## src/rtl/seg7_pkg.sv

```systemverilog
// Shared seven-segment code set (active-low, bit 6 = g, bit 0 = a) used by the
// digit counters and the read-side monitor.
`default_nettype none

package seg7_pkg;

    localparam logic [6:0] SEG_OFF = 7'b1111111;
    localparam logic [6:0] SEG_0   = 7'b1000000;
    localparam logic [6:0] SEG_1   = 7'b1111001;
    localparam logic [6:0] SEG_2   = 7'b0100100;
    localparam logic [6:0] SEG_3   = 7'b0110000;
    localparam logic [6:0] SEG_4   = 7'b0011001;
    localparam logic [6:0] SEG_5   = 7'b0010010;
    localparam logic [6:0] SEG_6   = 7'b0000010;
    localparam logic [6:0] SEG_7   = 7'b1111000;
    localparam logic [6:0] SEG_8   = 7'b0000000;
    localparam logic [6:0] SEG_9   = 7'b0010000;

    function automatic logic [6:0] seg7_encode(input logic [3:0] d);
        logic [6:0] code;
        case (d)
            4'd0:    code = SEG_0;
            4'd1:    code = SEG_1;
            4'd2:    code = SEG_2;
            4'd3:    code = SEG_3;
            4'd4:    code = SEG_4;
            4'd5:    code = SEG_5;
            4'd6:    code = SEG_6;
            4'd7:    code = SEG_7;
            4'd8:    code = SEG_8;
            4'd9:    code = SEG_9;
            default: code = SEG_OFF;
        endcase
        return code;
    endfunction

endpackage

`default_nettype wire

```

## src/rtl/seg7_decode.sv

```systemverilog
// Combinational decode of an active-low segment pattern into blank / BCD digit.
`default_nettype none

module seg7_decode
    import seg7_pkg::*;
(
    input  logic [6:0] i_seg,
    output logic       o_is_off,
    output logic       o_is_digit,
    output logic [3:0] o_digit
);

    always_comb begin
        o_is_off   = (i_seg == SEG_OFF);
        o_is_digit = 1'b0;
        o_digit    = 4'd0;
        for (int d = 0; d < 10; d++) begin
            if (i_seg == seg7_encode(4'(d))) begin
                o_is_digit = 1'b1;
                o_digit    = 4'(d);
            end
        end
    end

endmodule

`default_nettype wire

```

## src/rtl/seg_digit_monitor.sv

```systemverilog
// Read-side checker: decodes a HEX segment bus and verifies +1 (mod 10) stepping.
// Optional SEG_MONITOR_DEBOUNCE_EN requires two equal samples before evaluation.
`default_nettype none

module seg_digit_monitor
    import seg7_pkg::*;
#(
    parameter int COUNT_W = 8
) (
    input  logic               clk,
    input  logic               reset,
    input  logic [6:0]         seg_in,
    input  logic               clear_err,
    output logic [3:0]         digit,
    output logic               digit_valid,
    output logic               blank,
    output logic               carry_pulse,
    output logic [COUNT_W-1:0] gen_count,
    output logic               code_err,
    output logic               seq_err
);

    typedef enum logic [1:0] {
        ST_BLANK = 2'd0,
        ST_RUN   = 2'd1,
        ST_FAULT = 2'd2
    } state_t;

    state_t             r_state, w_state_nx;
    logic [6:0]         r_seg_q, r_acc_q;
    logic [3:0]         r_digit, w_digit_nx, w_digit_inc;
    logic [COUNT_W-1:0] r_gen, w_gen_nx;
    logic               r_valid, r_blank, r_carry, r_code_err, r_seq_err;
    logic               w_carry_nx, w_code_err_nx, w_seq_err_nx;
    logic               w_eval, w_is_off, w_is_digit;
    logic [3:0]         w_dec_digit;

`ifdef SEG_MONITOR_DEBOUNCE_EN
    logic [6:0] r_seg_qq;

    always_ff @(posedge clk) begin
        if (!reset) r_seg_qq <= SEG_OFF;
        else        r_seg_qq <= r_seg_q;
    end

    // A glitch never matches its neighbour sample, so it is never evaluated.
    assign w_eval = (r_seg_q == r_seg_qq) && (r_seg_q != r_acc_q);
`else
    assign w_eval = (r_seg_q != r_acc_q);
`endif

    seg7_decode u_decode (
        .i_seg      (r_seg_q),
        .o_is_off   (w_is_off),
        .o_is_digit (w_is_digit),
        .o_digit    (w_dec_digit)
    );

    assign w_digit_inc = (r_digit == 4'd9) ? 4'd0 : r_digit + 4'd1;

    always_comb begin
        w_state_nx    = r_state;
        w_digit_nx    = r_digit;
        w_gen_nx      = r_gen;
        w_carry_nx    = 1'b0;
        w_code_err_nx = r_code_err & ~clear_err;
        w_seq_err_nx  = r_seq_err & ~clear_err;
        case (r_state)
            ST_BLANK: begin
                if (w_eval && !w_is_off) begin
                    if (!w_is_digit) begin
                        w_state_nx    = ST_FAULT;
                        w_code_err_nx = 1'b1;
                    end else if (w_dec_digit == 4'd0) begin
                        w_state_nx = ST_RUN;
                        w_digit_nx = 4'd0;
                        w_gen_nx   = '0;
                    end else begin
                        w_state_nx   = ST_FAULT;
                        w_seq_err_nx = 1'b1;
                    end
                end
            end
            ST_RUN: begin
                if (w_eval) begin
                    if (w_is_digit && (w_dec_digit == w_digit_inc)) begin
                        w_digit_nx = w_dec_digit;
                        w_carry_nx = (r_digit == 4'd9);
                        if (r_gen != '1) w_gen_nx = r_gen + 1'b1;
                    end else if (w_is_off) begin
                        w_state_nx = ST_BLANK;
                        w_gen_nx   = '0;
                    end else if (w_is_digit) begin
                        w_state_nx   = ST_FAULT;
                        w_seq_err_nx = 1'b1;
                    end else begin
                        w_state_nx    = ST_FAULT;
                        w_code_err_nx = 1'b1;
                    end
                end
            end
            ST_FAULT: begin
                if (clear_err) begin
                    w_state_nx = ST_BLANK;
                    w_gen_nx   = '0;
                end
            end
            default: w_state_nx = ST_BLANK;
        endcase
    end

    always_ff @(posedge clk) begin
        if (!reset) begin
            r_state    <= ST_BLANK;
            r_seg_q    <= SEG_OFF;
            r_acc_q    <= SEG_OFF;
            r_digit    <= 4'd0;
            r_gen      <= '0;
            r_valid    <= 1'b0;
            r_blank    <= 1'b1;
            r_carry    <= 1'b0;
            r_code_err <= 1'b0;
            r_seq_err  <= 1'b0;
        end else begin
            r_state    <= w_state_nx;
            r_seg_q    <= seg_in;
            if (w_eval) r_acc_q <= r_seg_q;
            r_digit    <= w_digit_nx;
            r_gen      <= w_gen_nx;
            r_valid    <= (w_state_nx == ST_RUN);
            r_blank    <= (w_state_nx == ST_BLANK);
            r_carry    <= w_carry_nx;
            r_code_err <= w_code_err_nx;
            r_seq_err  <= w_seq_err_nx;
        end
    end

    assign digit       = r_digit;
    assign digit_valid = r_valid;
    assign blank       = r_blank;
    assign carry_pulse = r_carry;
    assign gen_count   = r_gen;
    assign code_err    = r_code_err;
    assign seq_err     = r_seq_err;

endmodule

`default_nettype wire

```

## config.mk

```make
export PLATFORM = sky130hd
export DESIGN_NAME = seg_digit_monitor
export DESIGN_NICKNAME = d
export VERILOG_FILES = /design/src/rtl/seg7_pkg.sv /design/src/rtl/seg7_decode.sv /design/src/rtl/seg_digit_monitor.sv
export SDC_FILE = /design/constraint.sdc
export NUM_CORES = 1
export LEC_CHECK = 0
export CAP_MARGIN = 0
export CORE_UTILIZATION = 40
export CTS_CLUSTER_SIZE = 28
export DETAILED_ROUTE_END_ITERATION = 12
export GPL_TIMING_DRIVEN = 0
export PLACE_DENSITY = 0.64
export SLEW_MARGIN = 30
export SYNTH_ARGS = -nofsm -noshare
export SYNTH_HDL_FRONTEND = slang
export SYNTH_HIERARCHICAL = 1
export SYNTH_SLANG_ARGS = --single-unit
```

## constraint.sdc

```tcl
create_clock -name clk -period 7.6 [get_ports clk]
set_input_delay 1.14 -clock clk [delete_from_list [all_inputs] [get_ports clk]]
set_output_delay 1.14 -clock clk [all_outputs]
set_load 0.05 [all_outputs]
```

==> impl_metrics.env <==
export IMPL_status="complete, no violations"
export IMPL_cts_clk_slew_worst_paths_ns=0.07
export IMPL_holdCritPathClass="register to register"
export IMPL_p_per_area_nw_per_um2=172.7
export IMPL_post_synth_top_area_fraction=0.3487
export IMPL_max_freq_mhz=303.3
export IMPL_ys_top_cells_by_area="dfxtp_1 35%, nand2b_1 6.6%, xor2_1 4.2%"
export IMPL_synth_edff_count=0
export IMPL_placed_area_um2=2220
export IMPL_hold_viol_final=0
export IMPL_hold_slack_ns=0.5024
export IMPL_rsz0062_at_grt="false"
export IMPL_synth_main_ff_cell="dfxtp_1"
export IMPL_layout_min_cycle_time_ns=3.298
export IMPL_grt_max_degree=12
export IMPL_cts_buffers=5
export IMPL_n_antenna_cell=0
export IMPL_power_mw=0.3983
export IMPL_fin_area_um2=2306
export IMPL_ys_warn_count=6
export IMPL_rows=24
export IMPL_cts_tree="done"
export IMPL_drive_gt1_frac=0.09796
export IMPL_antenna_found_initial=0
export IMPL_dp_hpwl_um=2908
export IMPL_coreArea_um2=4444
export IMPL_setup_ws_ns=4.302
export IMPL_drt_wl_total_um=4056
export IMPL_setup_viol=0
export IMPL_syn_inst=211
export IMPL_dp_slack_ns=4.299
export IMPL_arrival_ns=3.48
export IMPL_grt_pass1_wl_um=7141
export IMPL_drcViolationCount=0
export IMPL_timing_slew_headroom=0.6509
export IMPL_async_flop_share=0
export IMPL_synthesis_nets=222
export IMPL_grt_pass1_vias=1530
export IMPL_syn_avg_cell_area_um2=8.978
export IMPL_p_leak_nw=0.8187
export IMPL_fin_skew_ns=0.003329
export IMPL_cts_root_buf="clkbuf_8"
export IMPL_postCtsResizedCells=0
export IMPL_cts_setup_buffers=0
export IMPL_cts_sinks=33
export IMPL_critPathLaunchType="register"
export IMPL_die_area_um2=5015
export IMPL_htree_levels=2
export IMPL_holdBufCountCts=0
export IMPL_dr_first_iter_drc_count=122
export IMPL_pin_count=27
export IMPL_crit_type="register to register"
export IMPL_initial_core_util=0.4262
export IMPL_drt_wirelength_per_cell_um=13.66
export IMPL_slew_violations=0
export IMPL_gp_congestion=0.8059
export IMPL_synth_distinct_cells=58
export IMPL_vdd_drop_max_v=0.0001180
export IMPL_grt_overflow_total=0
export IMPL_path_max_fanout=11
export IMPL_fp_dieW_um=70.82
export IMPL_cp_end_kind="register"
export IMPL_grt_use_total=0.1792
export IMPL_netlist_area_um2=1894
export IMPL_fill_cells=434
export IMPL_fin_crit_sh=0.4339
export IMPL_synth_seq_cells=33
export IMPL_yosys_area_top_type="dfxtp_1"
export IMPL_nets=255
export IMPL_cts_buffer_depth=2
export IMPL_fin_tns_setup_ns=0
export IMPL_clk_latency_ns=0.28
export IMPL_drv_cap=0
export IMPL_drtPass1Iterations=4
export IMPL_antenna_left=0
export IMPL_routed_via_count=1621
export IMPL_yosysSeqAreaShare=0.3487
export IMPL_worst_pin_slew_ns=0.5236
export IMPL_via_per_inst=5.458
export IMPL_areaGrowthSynthToFinish_pct=21.73
export IMPL_worstPathRequired_ns=7.78
export IMPL_portBuffers=26
export IMPL_die_h_um=70.82
==> report_power, final <==
group | switching, mW | total (mW) | internal [mW] | leakage (nW)
logic | 0.0477 | 0.0829 | 0.0353 | 0.504
clock network | 0.0643 | 0.127 | 0.0631 | 0.0439
registers | 0.00732 | 0.188 | 0.181 | 0.270
total | 0.119 | 0.398 | 0.279 | 0.819
==> cells in the final DEF (no fill, tap or decap), types with 3 or more instances in the layout <==
master / count
a21oi_1: 9
and3_1: 5
buf_6: 3
clkbuf_1: 6
clkbuf_8: 5
clkdlybuf4s50_1: 26
dfxtp_1: 33
inv_1: 6
mux2i_1: 5
nand2_1: 11
nand2b_1: 20
nand3_1: 14
nand3b_1: 3
nor2_1: 13
nor2b_1: 5
nor3_1: 5
nor4_1: 3
o2bb2ai_1: 8
o31a_1: 4
xor2_1: 9
==> area by class of cell <==
type                    instances  area [µm²]  area share
inverters                       6       22.52    0.009767
well taps                      52       65.06     0.02821
clock inverters                 3       17.52    0.007596
plain buffers                  12       76.32     0.03310
repair buffers                 26       260.3      0.1129
multi-input cells             160        1135      0.4921
flip-flops and latches         33       660.6      0.2865
clock buffers                   5       68.82     0.02984
==> routing by layer <==
metal / up-vias / routed length, µm / global-route usage
met1: 748 / 2157 / 0.2522
met4: 0 / 57 / 0.06667
met3: 6 / 105 / 0.03419
li1: 845 / - / -
met2: 22 / 1735 / 0.2724
met5: - / 0 / 0
==> final timing paths <==
kind | start | to | slack [ns] | cells past startpoint
setup reg to reg | r_seg_q[0] | gen_count[6] | 4.30 | 11
hold / removal | r_seg_q[2] | r_acc_q[2] | 0.50 | 1
setup / recovery | r_seg_q[0] | gen_count[6] | 4.30 | 11
hold reg to reg | r_seg_q[2] | r_acc_q[2] | 0.50 | 1
==> per-stage QoR <==
stage | std cells | utilization
finish | 297 | 0.5189
global placement | 289 | 0.4994
floorplan | 211 | -
global route | 297 | 0.5189
CTS | 297 | 0.5189
detailed placement | 289 | 0.4994
==> critical path, cell delays in order, from the launching register on <==
cell and delay, ns:
dfxtp_1 0.49, or3b_1 0.37, a211o_1 0.26, a21oi_1 0.43, nor4b_1 0.10, a311oi_1 0.26
o32a_2 0.22, a22oi_4 0.09, o311ai_4 0.45, buf_4 0.26, nor2_1 0.06, o221a_1 0.21
==> cells in the mapped netlist (all sizes together) (4+ instances only) <==
master	n
clkbuf	6
xor2	9
dfxtp	33
o2bb2ai	8
o31a	4
nor3	5
nand2	11
mux2i	5
nor2	13
inv	6
nand2b	21
and3	5
nand3	14
buf	6
nor2b	5
a21oi	10
==> kinds of logic after synthesis <==
kind of cell               count (synthesis)  synth area share
and+or+nand+nor                           92            0.2840
AOI/OAI and AO/OA                         52            0.2358
DFF                                       33            0.3487
buffers and inverters                     18           0.05217
xor gates and xnor gates                  10           0.04624
muxes                                      5           0.02642
adders and majority gates                  1          0.006604
==> registers in the layout, summed over array words and instances, names as in the netlist <==
signal       cells
gen_count        8
r_acc_q          7
r_seg_q          7
digit            4
r_state          2
blank            1
carry_pulse      1
code_err         1
digit_valid      1
seq_err          1
(Power assumes the default switching activity.)
